**src/rtl/msg_pkg.sv**
```systemverilog
// Shared types and the default message table for the push-button message sequencer.
package msg_pkg;

  typedef enum logic [1:0] {
    ST_IDLE = 2'd0,
    ST_SHOW = 2'd1,
    ST_DONE = 2'd2
  } state_e;

  // BLANK is all zeros and END_CHAR all ones at any character width.
  localparam logic BLANK_BIT = 1'b0;
  localparam logic END_BIT   = 1'b1;

  localparam int DEF_NUM_MSGS = 2;
  localparam int DEF_MSG_LEN  = 6;

  // Default ROM contents; the first character sits in the most significant byte.
  localparam logic [8*DEF_MSG_LEN-1:0] MSG0_TXT = "TALLER";
  localparam logic [8*DEF_MSG_LEN-1:0] MSG1_TXT = "FSM_OK";

  // Character of the default table; slots beyond it read as a space.
  function automatic logic [7:0] def_char(input int m, input int c);
    logic [7:0] ch;
    ch = 8'h20;
    if (c >= 0 && c < DEF_MSG_LEN) begin
      if (m == 0) begin
        ch = MSG0_TXT[(DEF_MSG_LEN-1-c)*8 +: 8];
      end else if (m == 1) begin
        ch = MSG1_TXT[(DEF_MSG_LEN-1-c)*8 +: 8];
      end
    end
    return ch;
  endfunction

endpackage

```
**src/rtl/edge_sync.sv**
```systemverilog
// Two-flop synchroniser for an asynchronous level, followed by a rising-edge pulse.
module edge_sync (
  input  logic clk,
  input  logic rst,
  input  logic async_i,
  output logic pulse_o
);

  logic s1_q, s2_q, s3_q;

  always_ff @(posedge clk or negedge rst) begin
    if (!rst) begin
      s1_q <= 1'b0;
      s2_q <= 1'b0;
      s3_q <= 1'b0;
    end else begin
      s1_q <= async_i;
      s2_q <= s1_q;
      s3_q <= s2_q;
    end
  end

  assign pulse_o = s2_q & ~s3_q;

endmodule

```
**src/rtl/msg_sequencer.sv**
```systemverilog
// Steps through a stored message one character per button press and
// presents the current character, index and status on registered outputs.
module msg_sequencer
  import msg_pkg::*;
#(
  parameter int CHAR_W   = 8,
  parameter int MSG_LEN  = 6,
  parameter int NUM_MSGS = 2,
  parameter int LOOP     = 0,
  localparam int SEL_W   = (NUM_MSGS > 1) ? $clog2(NUM_MSGS) : 1,
  localparam int IDX_W   = $clog2(MSG_LEN)
) (
  input  logic              clk,
  input  logic              rst,
  input  logic              M,
  input  logic              clr,
  input  logic [SEL_W-1:0]  msg_sel,
  output logic [CHAR_W-1:0] msj_f,
  output logic [IDX_W-1:0]  idx,
  output logic              busy,
  output logic              done,
  output logic              wrap
);

  localparam logic [IDX_W-1:0] LAST_IDX = IDX_W'(MSG_LEN - 1);

  logic [CHAR_W-1:0] rom [NUM_MSGS][MSG_LEN];

  for (genvar gi = 0; gi < NUM_MSGS; gi++) begin : g_msg
    for (genvar gj = 0; gj < MSG_LEN; gj++) begin : g_chr
      assign rom[gi][gj] = CHAR_W'(def_char(gi, gj));
    end
  end

  logic adv;

  edge_sync u_edge_sync (
    .clk     (clk),
    .rst     (rst),
    .async_i (M),
    .pulse_o (adv)
  );

  state_e            state_q, state_d;
  logic [IDX_W-1:0]  idx_q, idx_d;
  logic [SEL_W-1:0]  sel_q, sel_d;
  logic [CHAR_W-1:0] msj_q, msj_d;
  logic              busy_q, busy_d;
  logic              done_q, done_d;
  logic              wrap_q, wrap_d;
  logic [SEL_W-1:0]  sel_safe;
  logic [IDX_W-1:0]  idx_inc;

  // Out-of-range selections fall back to message 0.
  assign sel_safe = (32'(msg_sel) >= NUM_MSGS) ? '0 : msg_sel;
  assign idx_inc  = idx_q + 1'b1;

  always_comb begin
    state_d = state_q;
    idx_d   = idx_q;
    sel_d   = sel_q;
    msj_d   = msj_q;
    wrap_d  = 1'b0;
    if (clr) begin
      state_d = ST_IDLE;
      idx_d   = '0;
      msj_d   = {CHAR_W{BLANK_BIT}};
    end else if (adv) begin
      case (state_q)
        ST_IDLE: begin
          state_d = ST_SHOW;
          idx_d   = '0;
          sel_d   = sel_safe;
          msj_d   = rom[sel_safe][0];
        end
        ST_SHOW: begin
          if (idx_q != LAST_IDX) begin
            idx_d = idx_inc;
            msj_d = rom[sel_q][idx_inc];
          end else if (LOOP != 0) begin
            idx_d  = '0;
            wrap_d = 1'b1;
            msj_d  = rom[sel_q][0];
          end else begin
            state_d = ST_DONE;
            msj_d   = {CHAR_W{END_BIT}};
          end
        end
        ST_DONE: begin
          state_d = ST_IDLE;
          idx_d   = '0;
          msj_d   = {CHAR_W{BLANK_BIT}};
        end
        default: begin
          state_d = ST_IDLE;
          idx_d   = '0;
          msj_d   = {CHAR_W{BLANK_BIT}};
        end
      endcase
    end
    busy_d = (state_d == ST_SHOW);
    done_d = (state_d == ST_DONE);
  end

  always_ff @(posedge clk or negedge rst) begin
    if (!rst) begin
      state_q <= ST_IDLE;
      idx_q   <= '0;
      sel_q   <= '0;
      msj_q   <= {CHAR_W{BLANK_BIT}};
      busy_q  <= 1'b0;
      done_q  <= 1'b0;
      wrap_q  <= 1'b0;
    end else begin
      state_q <= state_d;
      idx_q   <= idx_d;
      sel_q   <= sel_d;
      msj_q   <= msj_d;
      busy_q  <= busy_d;
      done_q  <= done_d;
      wrap_q  <= wrap_d;
    end
  end

  assign msj_f = msj_q;
  assign idx   = idx_q;
  assign busy  = busy_q;
  assign done  = done_q;
  assign wrap  = wrap_q;

endmodule

```
**config.mk**
```make
export PLATFORM = sky130hd
export DESIGN_NAME = msg_sequencer
export DESIGN_NICKNAME = d
export VERILOG_FILES = /design/src/rtl/msg_pkg.sv /design/src/rtl/edge_sync.sv /design/src/rtl/msg_sequencer.sv
export SDC_FILE = /design/constraint.sdc
export NUM_CORES = 1
export LEC_CHECK = 0
export CAP_MARGIN = 30
export CORE_ASPECT_RATIO = 1.4
export CORE_MARGIN = 2
export CORE_UTILIZATION = 51
export DETAILED_ROUTE_END_ITERATION = 16
export PLACE_DENSITY = 0.78
export SETUP_SLACK_MARGIN = 0.02
export SLEW_MARGIN = 15
export SYNTH_ARGS = -nofsm -noshare
export SYNTH_HDL_FRONTEND = slang
export SYNTH_HIERARCHICAL = 1
export SYNTH_SLANG_ARGS = --single-unit
```
**constraint.sdc**
```tcl
create_clock -name clk -period 2.4 [get_ports clk]
set_clock_uncertainty 0.2 [all_clocks]
set_input_delay 0.24 -clock clk [delete_from_list [all_inputs] [get_ports clk]]
set_output_delay 0.24 -clock clk [all_outputs]
set_load 0.01 [all_outputs]
```
==> impl_metrics.py, run 1 <==
metrics = {
    "layout": {
        "drive_gt1_share_pct": 9.16,
        "fin_nets": 143,
        "antenna_cells": 0,
        "syn2layout_area_growth_pct": 18.2,
    },
    "sta": {
        "finalHoldViolCount": 0,
        "maxSlewViolCount": 0,
        "rsz0062_at_grt": "no",
        "finalSetupViolations": 0,
        "finalCriticalPeriod_ns": 1.96,
        "layout_setup_ws_ns": 0.441,
        "min_period_over_period_pct": 81.6,
        "setup_tns_ns": 0,
        "max_freq_mhz": 510,
    },
    "routing": {
        "routed_wl_um": 2280,
        "drtAntennaViolNets": 0,
        "dr_total_vias": 873,
        "drt_iter0_drc": 29,
        "drc": 0,
        "vias_per_cell": 5.74,
        "dr.pass1.iters": 4,
        "wl_per_cell_um": 15.0,
    },
    "clocking": {
        "cts.sinks": 18,
        "clk_latency_ns": 0.29,
        "cts_setup_buffers": 0,
        "cts_resized": 0,
        "tritoncts": "done",
        "cts_hold_buf": 0,
        "cts_made_buffers": 3,
        "h-tree-depth": 1,
        "cts-root-buf": "clkbuf_4",
        "cts_max_path_buffers": 2,
        "clk_pin_slew_ns": 0.11,
    },
    "logic_synthesis": {
        "ys_seq_area_share_pct": 41.5,
        "synth_compound_area_share_pct": 21.7,
        "synth_nets": 128,
        "yosys-top-cells-area": "dfrtp_1 (42%), ha_1 (6.9%), a21oi_1 (6.5%), nand2b_1 (3.5%), nor2_1 (3.1%)",
        "synth_area_um2": 1080,
        "synth_ff_type": "dfrtp_1",
        "synth_edf_count": 0,
        "syn_area_per_cell_um2": 9.27,
        "synth_top_family_by_area": "compound AO/OA/AOI/OAI gates",
        "synth.most_common_cell": "dfrtp_1",
        "synth_cell_type_count": 36,
        "synthSimpleGateAreaFrac_pct": 20.0,
        "yosysTopAreaCellShare_pct": 41.5,
        "synthMuxAreaShare_pct": 1.85,
        "synth_warnings": 6,
        "synthCells": 117,
        "synth-xor-area-share_pct": 0,
        "synth_fa_ha_area_share_pct": 6.92,
        "ys_top_cells_by_count": "dfrtp_1 (18), a21oi_1 (14), nor2_1 (9)",
        "async_flop_share_pct": 100,
        "synth_top_cell_by_area": "dfrtp_1",
        "ys_ff_latch": 18,
    },
    "power_and_ir_drop": {
        "p_per_area_nw_per_um2": 485,
        "vdd_drop_max_mv": 0.379,
        "leakage_nw": 0.533,
    },
    "placed_design": {
        "dp_hpwl_um": 1660,
        "place.gp.congestion": 0.885,
        "dp_slack_ns": 0.495,
        "port_buffers": 17,
    },
    "floorplan": {
        "core.rowCount": 19,
        "die_y_um": 58.6,
        "initial_utilization_pct": 54.3,
        "core_area_um2": 2000,
        "die_w_um": 43.0,
        "ios": 19,
        "die-area_um2": 2520,
    },
    "global_route": {
        "grt_pass1_wl_um": 3710,
        "grt_pass1_vias": 799,
        "grt.total_usage_pct": 19.4,
        "grt_max_degree": 19,
        "antenna_found_initial": 0,
        "grt-ovfl-total": 0,
    },
    "run": {
        "maxCapViolations": 0,
    },
    "setup_path": {
        "r2r_end": "msj_f[3]$_DFFE_PN0P_",
        "critPathRequiredTime_ns": 2.42,
        "arrival_ns": 1.98,
        "end_kind": "flop",
        "r2r_cells": 5,
        "r2r_slack_ns": 0.44,
        "r2r_start": "idx[0]$_DFFE_PN0P_",
        "start_kind": "flop",
        "crit_type": "flop to flop",
        "worst-path-max-fanout": 12,
    },
    "hold_path": {
        "hold_class": "input pin to asynchronous set/reset pin",
    },
    "status": {
        "status": "completed",
    },
}
state kept, by name, summed over array words and instances, names as in the netlist:
register and flops:
msj_f 7, state_q 2, u_edge_sync/s3_q 1, sel_q 1, idx 3, busy 1, done 1, u_edge_sync/s1_q 1
u_edge_sync/s2_q 1
how the worst max path moves through the flow:
stage / slack, ns / startpoint / to / cells after the start
after global routing: 0.30 / idx[0]$_DFFE_PN0P_ / msj_f[0]$_DFFE_PN0P_ / 5
after CTS: 0.46 / idx[0]$_DFFE_PN0P_ / msj_f[3]$_DFFE_PN0P_ / 5
after detailed placement: 0.49 / idx[0]$_DFFE_PN0P_ / msj_f[3]$_DFFE_PN0P_ / 5
after floorplan: 0.64 / idx[0]$_DFFE_PN0P_ / msj_f[2]$_DFFE_PN0P_ / 5
after global placement: 0.51 / idx[0]$_DFFE_PN0P_ / msj_f[3]$_DFFE_PN0P_ / 4
final: 0.44 / idx[0]$_DFFE_PN0P_ / msj_f[3]$_DFFE_PN0P_ / 5
power by group:
| group | leakage [nW] | switching [mW] | internal (mW) |
|---|---|---|---|
| Sequential | 0.239 | 0.0151 | 0.317 |
| Combinational | 0.273 | 0.0534 | 0.0470 |
| Clock | 0.0210 | 0.0975 | 0.0924 |
| Total | 0.533 | 0.166 | 0.456 |
cell families after synthesis:
family,count (synthesis)
fa+ha+maj,6
other cells,1
flops,18
buf+inv,17
simple gates,38
compound gates,35
mux,2
worst max-delay path, stage by stage (launching register included):
cell	delay, ns
dfrtp_1	0.49
ha_1	0.47
nand2b_1	0.23
a31oi_1	0.19
o31ai_1	0.13
a21oi_1	0.17
cells in the final DEF, fill, tap and decap left out, drive strengths merged, types with 6 or more instances in the layout:
cell           instances
dfrtp                 18
inv                    7
a21oi                 14
ha                     6
nor2                   9
nand2                  8
clkdlybuf4s50         17
nand2b                 6
o21ai                  6
stage by stage:
step           cell area, µm²  util (%)  hold slack (ns)  std cells  total power, mW
6_report                 1280      64.2           0.0524        152            0.622
5_1_grt                  1280      64.2           0.0762        152            0.649
4_1_cts                  1280      64.2           0.0596        152            0.626
3_5_place_dp             1250      62.4            0.146        148            0.439
3_3_place_gp             1250      62.4            0.144        148            0.438
2_1_floorplan            1080         -           -0.256        117            0.395
cell type report:
type | count | area, µm²
repair buffers | 20 | 193
multi-input cells | 82 | 551
flip-flops and latches | 18 | 450
clock buffers | 4 | 36.3
well taps | 21 | 26.3
fillers | 183 | 714
inverters | 7 | 26.3
per-layer routing:
metal | global-route usage (%) | wire length [µm] | part of all wire [%] | vias up
met3 | 2.15 | 82 | 3.6 | 5
li1 | - | - | - | 437
met1 | 25.8 | 1040 | 46 | 405
met4 | 7.79 | 36 | 1.6 | 0
met5 | 0 | 0 | 0 | -
met2 | 32.3 | 1120 | 49 | 26
(Power assumes the default switching activity.)
==> inputs of run 2 (changes only) <==
Clock period 2.4 ns to 2.1 ns, I/O delays scaled along.
==> impl_metrics.py, run 2 (synthesized netlist as in run 1, its figures left out) <==
metrics = {
    "sta": {
        "maxSlewViolCount": 0,
        "finalCriticalPeriod_ns": 1.93,
        "rsz0062_at_grt": "no",
        "timing.hold.ws_ns": 0.0207,
        "setup_tns_ns": 0,
        "min_period_over_period_pct": 91.7,
        "finalSetupViolations": 0,
        "max_freq_mhz": 519,
        "finalHoldViolCount": 0,
    },
    "clocking": {
        "tritoncts": "done",
        "cts_resized": 0,
        "cts_max_path_buffers": 2,
        "cts.sinks": 18,
        "cts-root-buf": "clkbuf_4",
        "h-tree-depth": 1,
        "clk_latency_ns": 0.31,
        "clk_pin_slew_ns": 0.11,
        "cts_setup_buffers": 0,
        "cts_made_buffers": 3,
        "cts_hold_buf": 0,
    },
    "setup_path": {
        "critPathRequiredTime_ns": 1.69,
        "cpLargestDelayFamily": "buffers and inverters",
        "critPathMaxStageDelay_ns": 0.61,
        "worst-path-max-fanout": 14,
        "start_kind": "flop",
        "end_kind": "output port",
        "crit_type": "flop to output port",
        "worst_path_max_delay_cell": "clkdlybuf4s50_1",
        "arrival_ns": 1.52,
        "worst-path-buf-inv": 1,
        "crit_chain": "clkdlybuf4s50_1",
    },
    "layout": {
        "mostFrequentLayoutCell": "dfrtp_1",
        "fin_nets": 146,
        "final_cell_mix": "dfrtp_1 (18), clkdlybuf4s50_1 (17), a21oi_1 (14)",
        "largest_register_ff_count": 7,
        "drive_gt1_share_pct": 11.2,
        "antenna_cells": 0,
        "syn2layout_area_growth_pct": 20.3,
    },
    "global_route": {
        "grt_max_degree": 19,
        "antenna_found_initial": 0,
        "grt-ovfl-total": 0,
        "grt_pass1_vias": 867,
        "grt.total_usage_pct": 21.7,
        "grt_pass1_wl_um": 4040,
    },
    "routing": {
        "drc": 0,
        "wl_per_cell_um": 16.4,
        "vias_per_cell": 5.94,
        "routed_wl_um": 2540,
        "drtAntennaViolNets": 0,
        "dr.pass1.iters": 4,
        "drt_iter0_drc": 19,
        "dr_total_vias": 921,
    },
    "power_and_ir_drop": {
        "leakage_nw": 0.549,
        "p_per_area_nw_per_um2": 555,
        "vdd_drop_max_mv": 0.460,
    },
    "status": {
        "status": "completed",
    },
    "floorplan": {
        "die_y_um": 58.6,
        "die-area_um2": 2520,
        "die_w_um": 43.0,
        "core.rowCount": 19,
        "initial_utilization_pct": 54.3,
        "core_area_um2": 2000,
        "ios": 19,
    },
    "run": {
        "maxCapViolations": 0,
    },
    "placed_design": {
        "dp_hpwl_um": 1790,
        "place.gp.congestion": 0.919,
        "port_buffers": 17,
    },
    "hold_path": {
        "hold_class": "input pin to asynchronous set/reset pin",
    },
}
run 2: cell types whose count changed in the layout (fill, tap and decap cells not counted):
| cell | previous run | this run |
|---|---|---|
| buf_4 | 3 | 6 |
run 2: layout make-up:
type,count,area (µm²)
fillers,171,692
multi-input cells,82,551
flip-flops and latches,18,450
repair buffers,23,215
clock buffers,4,36.3
inverters,7,26.3
well taps,21,26.3
run 2: where the power goes:
| group | internal (mW) | switching (mW) | total [mW] |
|---|---|---|---|
| combinational | 0.0560 | 0.0654 | 0.121 |
| sequential | 0.362 | 0.0169 | 0.379 |
| clock | 0.106 | 0.118 | 0.224 |
run 2: through the flow:
step	instances	worst slack [ns]	util, %	instance area, µm²	power, mW
after floorplan	117	0.339	-	1080	0.451
after global placement	151	0.233	63.5	1270	0.505
after detailed placement	151	0.272	63.5	1270	0.507
after CTS	155	0.173	65.4	1310	0.726
after global routing	155	0.0888	65.4	1310	0.753
final	155	0.175	65.4	1310	0.724
run 2: path summary, 6_finish.rpt:
check | end | cells after the start | slack, ns | startpoint
worst max-delay path | idx[2] | 1 | 0.17 | idx[2]$_DFFE_PN0P_
worst min-delay path | idx[2]$_DFFE_PN0P_ | 2 | 0.02 | rst
worst max register to register | msj_f[4]$_DFFE_PN0P_ | 5 | 0.23 | idx[0]$_DFFE_PN0P_
worst min register to register | u_edge_sync/s2_q$_DFF_PN0_ | 0 | 0.18 | u_edge_sync/s1_q$_DFF_PN0_
max in group asynchronous | msj_f[2]$_DFFE_PN0P_ | 2 | 1.46 | rst
min in group clk | u_edge_sync/s1_q$_DFF_PN0_ | 1 | 0.14 | M
run 2: per-layer routing:
layer	GRT usage, %	vias up	routed length, µm
met2	36.8	19	1330
met3	4.60	5	93
met5	0	-	0
met4	9.09	0	43
li1	-	442	-
met1	26.7	455	1080
==> inputs of run 3 (changes only) <==
Settings changed: CORE_ASPECT_RATIO 1.4 to 1.5, CORE_MARGIN 2 to default.
==> impl_metrics.py, run 3 (synthesized netlist as in run 1, its figures left out) <==
metrics = {
    "status": {
        "status": "completed",
    },
    "clocking": {
        "clk_latency_ns": 0.29,
        "tritoncts": "done",
        "cts_hold_buf": 0,
        "cts_max_path_buffers": 2,
        "cts-root-buf": "clkbuf_4",
        "cts_made_buffers": 3,
        "cts.sinks": 18,
        "cts_setup_buffers": 0,
        "h-tree-depth": 1,
        "clk_pin_slew_ns": 0.10,
    },
    "routing": {
        "dr_total_vias": 907,
        "drtAntennaViolNets": 0,
        "dr.pass1.iters": 3,
        "drt_iter0_drc": 13,
        "wl_per_cell_um": 14.2,
        "vias_per_cell": 5.89,
        "drc": 0,
        "routed_wl_um": 2190,
    },
    "layout": {
        "fin_nets": 144,
        "largest_register_ff_count": 7,
        "mostFrequentLayoutCell": "dfrtp_1",
        "drive_gt1_share_pct": 10.6,
        "final_cell_mix": "dfrtp_1 (18), clkdlybuf4s50_1 (17), a21oi_1 (14)",
        "syn2layout_area_growth_pct": 19.3,
        "antenna_cells": 0,
    },
    "global_route": {
        "grt_pass1_wl_um": 3640,
        "grt-ovfl-total": 0,
        "grt.total_usage_pct": 22.7,
        "antenna_found_initial": 0,
        "grt_max_degree": 19,
        "grt_pass1_vias": 890,
    },
    "floorplan": {
        "core_area_um2": 2030,
        "die_w_um": 39.7,
        "core.rowCount": 20,
        "die_y_um": 58.5,
        "initial_utilization_pct": 53.5,
        "die-area_um2": 2320,
        "ios": 19,
    },
    "sta": {
        "max_freq_mhz": 514,
        "setup_tns_ns": 0,
        "rsz0062_at_grt": "no",
        "min_period_over_period_pct": 92.7,
        "finalHoldViolCount": 0,
        "maxSlewViolCount": 0,
        "finalCriticalPeriod_ns": 1.95,
        "timing.hold.ws_ns": 0.0317,
        "finalSetupViolations": 0,
        "layout_setup_ws_ns": 0.153,
    },
    "setup_path": {
        "end_kind": "flop",
        "r2r_cells": 5,
        "r2r_slack_ns": 0.15,
        "arrival_ns": 1.97,
        "critPathRequiredTime_ns": 2.12,
        "crit_type": "flop to flop",
        "worst-path-max-fanout": 12,
        "r2r_start": "idx[0]$_DFFE_PN0P_",
        "start_kind": "flop",
        "endpoint": "msj_f[0]$_DFFE_PN0P_",
        "r2r_end": "msj_f[0]$_DFFE_PN0P_",
        "critPathLaunch": "idx[0]$_DFFE_PN0P_",
    },
    "placed_design": {
        "dp_slack_ns": 0.134,
        "place.gp.congestion": 0.872,
        "port_buffers": 17,
        "dp_hpwl_um": 1630,
    },
    "run": {
        "maxCapViolations": 0,
    },
    "power_and_ir_drop": {
        "vdd_drop_max_mv": 0.351,
        "leakage_nw": 0.537,
        "power_uw": 708,
        "p_per_area_nw_per_um2": 547,
    },
    "hold_path": {
        "hold_class": "input pin to asynchronous set/reset pin",
    },
}
[run 3: worst min-delay path by stage]
stage                               startpoint                         end  slack (ns)  depth (start not counted)
CTS                                        rst              done$_DFF_PN0_        0.03                          2
detailed placement  u_edge_sync/s1_q$_DFF_PN0_  u_edge_sync/s2_q$_DFF_PN0_        0.14                          0
floorplan                                  rst              busy$_DFF_PN0_       -0.29                          0
global placement    u_edge_sync/s1_q$_DFF_PN0_  u_edge_sync/s2_q$_DFF_PN0_        0.14                          0
finish                                     rst              done$_DFF_PN0_        0.03                          2
global route                               rst  u_edge_sync/s2_q$_DFF_PN0_        0.05                          2
[run 3: layout make-up]
| cell class | instances | area (µm²) |
|---|---|---|
| clock buffer | 4 | 36.3 |
| inverter | 7 | 26.3 |
| tap | 22 | 27.5 |
| timing repair buffer | 21 | 200 |
| multi-input combinational | 82 | 553 |
| sequential | 18 | 450 |
| fill | 169 | 733 |
[run 3: critical path, stage by stage, from the launching register on]
cell,delay (ns)
dfrtp_1,0.49
ha_2,0.47
inv_1,0.13
o21ai_0,0.28
o211ai_1,0.15
o21ai_0,0.16
[run 3: metrics by stage]
stage	utilization [%]	instances	cell area (µm²)
3_5_place_dp	61.9	150	1250
2_1_floorplan	-	117	1080
5_1_grt	63.8	154	1290
3_3_place_gp	61.9	150	1250
4_1_cts	63.7	154	1290
6_report	63.8	154	1290
[run 3: timing repair]
action                                  in CTS  in global routing
endpoints found under the hold margin        0                  0
gates resized for setup                      0                  1
endpoints found under the setup margin       0                  1
[run 3: power breakdown]
part / internal (mW) / switching (mW) / total (mW)
registers: 0.362 / 0.0167 / 0.379
clock network: 0.106 / 0.106 / 0.212
logic: 0.0546 / 0.0631 / 0.118
[run 3: metal layers]
metal / vias to the layer above / GRT usage [%] / wire length, µm
li1: 436 / - / -
met1: 440 / 25.4 / 893
met2: 20 / 35.6 / 1130
met3: 11 / 4.15 / 64
met4: 0 / 18.2 / 98
met5: - / 0 / 0
